$ cat config.mk
export PLATFORM = sky130hd
export DESIGN_NAME = cpu_run_ctrl
export DESIGN_NICKNAME = d
export VERILOG_FILES = /design/src/rtl/cpu_run_ctrl.sv
export SDC_FILE = /design/constraint.sdc
export NUM_CORES = 1
export LEC_CHECK = 0
export CAP_MARGIN = 20
export CORE_ASPECT_RATIO = 2
export CORE_MARGIN = 3
export CORE_UTILIZATION = 40
export CTS_BUF_LIST = sky130_fd_sc_hd__clkbuf_16
export DETAILED_ROUTE_END_ITERATION = 8
export PLACE_DENSITY = 0.64
export SYNTH_ARGS = -nofsm -noshare
export SYNTH_HDL_FRONTEND = slang
export SYNTH_SLANG_ARGS = --single-unit
$ cat constraint.sdc
create_clock -name clk -period 3.3 [get_ports clk]
set_clock_uncertainty 0.2 [all_clocks]
set_input_delay 0.33 -clock clk [delete_from_list [all_inputs] [get_ports clk]]
set_output_delay 0.33 -clock clk [all_outputs]
set_load 0.1 [all_outputs]
$ cat src/rtl/cpu_run_ctrl.sv
// Run controller for the single-cycle MIPS core: sequences the core reset, counts RUN cycles and
// stops on halt request, PC stall or cycle budget. All outputs are registered.
module cpu_run_ctrl #(
  parameter int unsigned RESET_CYCLES = 5,
  parameter int unsigned MAX_CYCLES   = 2048,
  parameter int unsigned STALL_LIMIT  = 4,
  parameter int unsigned PC_W         = 32,
  parameter int unsigned CNT_W        = 32
) (
  input  logic             clk,
  input  logic             reset,
  input  logic [PC_W-1:0]  pc,
  input  logic             halt_req,
  input  logic             restart,
  output logic             cpu_reset,
  output logic             running,
  output logic             done,
  output logic [1:0]       cause,
  output logic [CNT_W-1:0] cycle_cnt
);

  localparam int unsigned HoldW  = (RESET_CYCLES > 1) ? $clog2(RESET_CYCLES) : 1;
  localparam int unsigned StallW = (STALL_LIMIT > 1) ? $clog2(STALL_LIMIT + 1) : 1;

  localparam logic [HoldW-1:0]  HoldLast = HoldW'(RESET_CYCLES - 1);
  localparam logic [StallW-1:0] StallMax = StallW'(STALL_LIMIT);
  localparam logic [CNT_W-1:0]  CntMax   = CNT_W'(MAX_CYCLES);

  localparam logic [1:0] CauseNone   = 2'b00;
  localparam logic [1:0] CauseBudget = 2'b01;
  localparam logic [1:0] CauseStall  = 2'b10;
  localparam logic [1:0] CauseHalt   = 2'b11;

  typedef enum logic [1:0] {StHold, StRun, StDone} state_e;

  state_e             state_q;
  logic [HoldW-1:0]   hold_cnt_q;
  logic [StallW-1:0]  stall_cnt_q;
  logic [PC_W-1:0]    pc_prev_q;
  logic               first_q;
  logic               cpu_reset_q;
  logic               running_q;
  logic               done_q;
  logic [1:0]         cause_q;
  logic [CNT_W-1:0]   cycle_cnt_q;

  logic [CNT_W-1:0]   cnt_inc;
  logic [StallW-1:0]  stall_inc;
  logic               hit_halt;
  logic               hit_stall;
  logic               hit_budget;

  // Exit conditions use the post-increment counter values of the current RUN cycle.
  always_comb begin
    cnt_inc    = cycle_cnt_q + CNT_W'(1);
    stall_inc  = '0;
    if (!first_q && (pc == pc_prev_q)) begin
      stall_inc = stall_cnt_q + StallW'(1);
    end
    hit_halt   = halt_req;
    hit_stall  = (STALL_LIMIT != 0) && (stall_inc == StallMax);
    hit_budget = (MAX_CYCLES != 0) && (cnt_inc == CntMax);
  end

  always_ff @(posedge clk) begin
    if (reset) begin
      state_q     <= StHold;
      hold_cnt_q  <= '0;
      stall_cnt_q <= '0;
      pc_prev_q   <= '0;
      first_q     <= 1'b0;
      cpu_reset_q <= 1'b1;
      running_q   <= 1'b0;
      done_q      <= 1'b0;
      cause_q     <= CauseNone;
      cycle_cnt_q <= '0;
    end else begin
      case (state_q)
        StHold: begin
          if (hold_cnt_q == HoldLast) begin
            state_q     <= StRun;
            cpu_reset_q <= 1'b0;
            running_q   <= 1'b1;
            pc_prev_q   <= pc;
            first_q     <= 1'b1;
            stall_cnt_q <= '0;
          end else begin
            hold_cnt_q <= hold_cnt_q + HoldW'(1);
          end
        end
        StRun: begin
          cycle_cnt_q <= cnt_inc;
          pc_prev_q   <= pc;
          stall_cnt_q <= stall_inc;
          first_q     <= 1'b0;
          if (hit_halt || hit_stall || hit_budget) begin
            state_q     <= StDone;
            running_q   <= 1'b0;
            done_q      <= 1'b1;
            cpu_reset_q <= 1'b1;
            if (hit_halt) begin
              cause_q <= CauseHalt;
            end else if (hit_stall) begin
              cause_q <= CauseStall;
            end else begin
              cause_q <= CauseBudget;
            end
          end
        end
        StDone: begin
          // Core stays in reset; counters and cause hold until restart.
          if (restart) begin
            state_q     <= StHold;
            hold_cnt_q  <= '0;
            cycle_cnt_q <= '0;
            stall_cnt_q <= '0;
            cause_q     <= CauseNone;
            done_q      <= 1'b0;
          end
        end
        default: begin
          state_q <= StHold;
        end
      endcase
    end
  end

  assign cpu_reset = cpu_reset_q;
  assign running   = running_q;
  assign done      = done_q;
  assign cause     = cause_q;
  assign cycle_cnt = cycle_cnt_q;

endmodule

==> reports/metrics.cfg <==
[route]
detailroute.via_count = 4823
dr.pass1.iters = 5
initialDrtViolationCount = 316
post_drt_via_cell_ratio = 5.853
drc = 0
final_antenna_net_count = 0
route.final.wire_length_mm = 15.32
wl_per_cell_um = 18.60

[timing]
slew_violations = 0
timing.max_slew.rel_slack_pct = 34.65
finalHoldViolCount = 0
pin_slew_with_the_least_headroom_to_its_limit_ps = 977.2
grt_setup_unrepaired = false
worst_slack_ps = 455.6
maxClockFrequency_ghz = 0.3516
timing.final.crit_share_pct = 86.19
setup-tns-final_ps = 0
final_report_setup_violation_count = 0
layout_min_cycle_time_ps = 2844

[grt]
grt_use_total_pct = 23.80
grt_first_pass_wirelength_mm = 23.98
grt_max_degree = 46
grt_antenna_before_repair = 0
congestion_overflow_gr = 0
first_global_vias = 4679

[placement]
pre_cts_ws_ps = 420.4
routabilityCongestion = 0.9821
dp_hpwl_mm = 11.70
port-buffer-count = 72

[setup_path]
cell_count_of_the_worst_reg_to_reg_path = 7
timing.rr.end = state_q[0]
critical_path.slowest_cell = sky130_fd_sc_hd__nor4_1
worst-endpoint-arrival_ps = 2830
reg2reg_launch_point = cycle_cnt[5]
worst-endpoint-required_ps = 3290
cp_max_fo = 8
timing_worst_setup_path_type = register to register
cp_cell_sequence = and4_1 -> nand3_4 -> nor4_1 -> o2111ai_1 -> a21o_1 -> nor3_1 -> o41ai_1
reg2reg_setup_slack_ps = 460
critical_path.startpoint_type = register
timing.critical_path.slowest_cell_delay_ps = 600
setup.worst_path.end_class = register

[clock_network]
cts.reportedPaths.clkPinSlew_ps = 60
cts_repair_resize_count = 0
clk-insertion-delay-late_ps = 350
cts.path.max_buffers = 2
clock_sink_count = 78
postCtsSetupBuffers = 0
clock-root-buffer = sky130_fd_sc_hd__clkbuf_16
cts_tree = done
numCtsBuffers = 9
cts_max_level = 3
hold_buffer_count_at_cts = 0

[power_and_ir_drop]
combPwrFrac_pct = 15.6
seq_power_share_pct = 37.0
static-leakage-power_nw = 2.130
switching_fraction_pct = 26.45
p_int_mw = 2.059
switchingPower_uw = 740.4
share_clk_of_total_power_pct = 47.4
power_density_nw_per_um2 = 472.1
power.ir.vdd_worst_mv = 0.4250

[cells_and_area]
num-nets-final = 718
syn_to_final_growth_pct = 25.70
filler_cell_count = 1139
commonest_cells_after_routing_fill_and_taps_aside = sky130_fd_sc_hd__nand2_1, sky130_fd_sc_hd__dfxtp_1, sky130_fd_sc_hd__a21oi_1
final_core_utilization_pct = 51.91
number_of_inserted_diodes = 0
final_common_cell = sky130_fd_sc_hd__nand2_1
drive_gt1_share_pct = 17.60

[synthesis]
edff_count_synth = 0
mappedNetlistNets = 650
synth_async_sr_flop_share_pct = 0
synthCells = 609
post_synthesis_cell_area_sq_um = 4717
synthesis.area_per_instance_sq_um = 7.746
number_of_distinct_library_cells_after_synthesis = 64
yosys_warnings = 0
synth-seq-area-share_pct = 33.10
dominantRegCellSynth = sky130_fd_sc_hd__dfxtp_1
synth_seq_cells = 78

[worst_hold_path]
whs_endpoint = pc_prev_q[2]
worstHoldPathCells = 2
holdCritStartpoint = pc_prev_q[2]
hold_path.class = register to register

[floorplan]
io_pins = 73
die-height_um = 159.6
std_cell_rows = 55
x_dimension_of_the_die_um = 82.79
design.die.area_sq_um = 13210
floorplan.initialDensity_pct = 41.29
core_sq_um = 11420

[run]
maxCapViolations = 0

[status]
status = complete, no violations

==> layout make-up <==
class / instances / area (sq um) / share of cell area [%]
clock buffers: 9 / 225.2 / 3.798
flip-flops and latches: 78 / 1562 / 26.33
repair buffers: 104 / 868.3 / 14.64
multi-input cells: 477 / 2903 / 48.96
well taps: 142 / 177.7 / 2.996
clock inverters: 7 / 167.7 / 2.828
inverters: 7 / 26.28 / 0.4431
==> flip-flops by register name, summed over array words and instances (netlist names) <==
name / flops
cause: 2
cpu_reset: 1
cycle_cnt: 32
done: 1
first_q: 1
hold_cnt_q: 3
pc_prev_q: 32
running: 1
stall_cnt_q: 3
state_q: 2
==> per-stage QoR <==
stage / hold WS (ps) / power (mW) / std cells / instance area [sq um]
after floorplan: 248.8 / 1.341 / 609 / 4717
after global placement: 254.2 / 1.484 / 808 / 5537
after detailed placement: 258.9 / 1.494 / 808 / 5537
after CTS: 268.3 / 2.828 / 824 / 5929
after global routing: 282.9 / 2.898 / 824 / 5929
final: 266.4 / 2.799 / 824 / 5929
==> critical path, delay by kind of cell, from the launching register on <==
| family | cells | cell delay, ps |
|---|---|---|
| flops | 1 | 470 |
| compound gates | 3 | 570 |
| simple gates | 4 | 1440 |
==> power by group through the flow <==
stage / Combinational [mW] / Clock, mW / Sequential (mW)
floorplan: 0.244 / 0 / 1.10
global placement: 0.431 / 0 / 1.05
detailed placement: 0.438 / 0 / 1.06
CTS: 0.440 / 1.35 / 1.03
global route: 0.479 / 1.38 / 1.04
finish: 0.437 / 1.33 / 1.03
==> worst max-delay path by stage <==
stage                       from         end
floorplan           cycle_cnt[0]   cpu_reset
global placement           pc[0]     running
detailed placement         pc[0]  state_q[1]
CTS                 cycle_cnt[5]  state_q[0]
global route        cycle_cnt[5]  state_q[0]
finish              cycle_cnt[5]  state_q[0]
==> cells by family after synthesis <==
group	share of synthesized area, %
and+or+nand+nor	31.64
AOI/OAI and AO/OA	19.71
DFF	33.10
buffers and inverters	5.411
xor gates and xnor gates	8.170
adders and majority gates	1.326
muxes	0.6366
==> per-layer routing <==
metal / wire (um) / up-vias / GRT usage, %
li1: - / 2335 / -
met1: 5251 / 2251 / 23.80
met2: 8348 / 175 / 42.51
met3: 626 / 62 / 3.851
met4: 1098 / 0 / 16.15
met5: 0 / - / 0
==> cells in the mapped netlist, types with 3 or more instances <==
library cell | number | area [sq um]
sky130_fd_sc_hd__a211oi_2 | 3 | 37.54
sky130_fd_sc_hd__a21o_1 | 3 | 22.52
sky130_fd_sc_hd__inv_1 | 7 | 26.28
sky130_fd_sc_hd__nand2_1 | 96 | 360.4
sky130_fd_sc_hd__and3_1 | 8 | 50.05
sky130_fd_sc_hd__o21ai_0 | 30 | 150.1
sky130_fd_sc_hd__or2_2 | 6 | 37.54
sky130_fd_sc_hd__xor2_1 | 3 | 26.28
sky130_fd_sc_hd__a311oi_1 | 4 | 35.03
sky130_fd_sc_hd__a31oi_1 | 10 | 62.56
sky130_fd_sc_hd__clkbuf_1 | 27 | 101.4
sky130_fd_sc_hd__ha_1 | 5 | 62.56
sky130_fd_sc_hd__and4_4 | 3 | 33.78
sky130_fd_sc_hd__and2_1 | 4 | 25.02
sky130_fd_sc_hd__xnor2_1 | 41 | 359.1
sky130_fd_sc_hd__or3_1 | 6 | 37.54
sky130_fd_sc_hd__dfxtp_1 | 78 | 1562
sky130_fd_sc_hd__a211oi_1 | 4 | 30.03
sky130_fd_sc_hd__buf_2 | 12 | 60.06
sky130_fd_sc_hd__nand3_1 | 21 | 105.1
sky130_fd_sc_hd__and3_2 | 3 | 22.52
sky130_fd_sc_hd__nand4_1 | 29 | 181.4
sky130_fd_sc_hd__nor2_1 | 35 | 131.4
sky130_fd_sc_hd__or4_1 | 10 | 75.07
sky130_fd_sc_hd__mux2i_1 | 3 | 30.03
sky130_fd_sc_hd__a211o_1 | 3 | 26.28
sky130_fd_sc_hd__nor3_1 | 15 | 75.07
sky130_fd_sc_hd__nand3b_1 | 4 | 30.03
sky130_fd_sc_hd__and4_1 | 5 | 43.79
sky130_fd_sc_hd__nor4_1 | 3 | 18.77
sky130_fd_sc_hd__a21oi_1 | 77 | 385.4
sky130_fd_sc_hd__a22oi_1 | 6 | 45.04
sky130_fd_sc_hd__buf_4 | 5 | 37.54
Note: power is estimated with default switching activity, not from simulation.
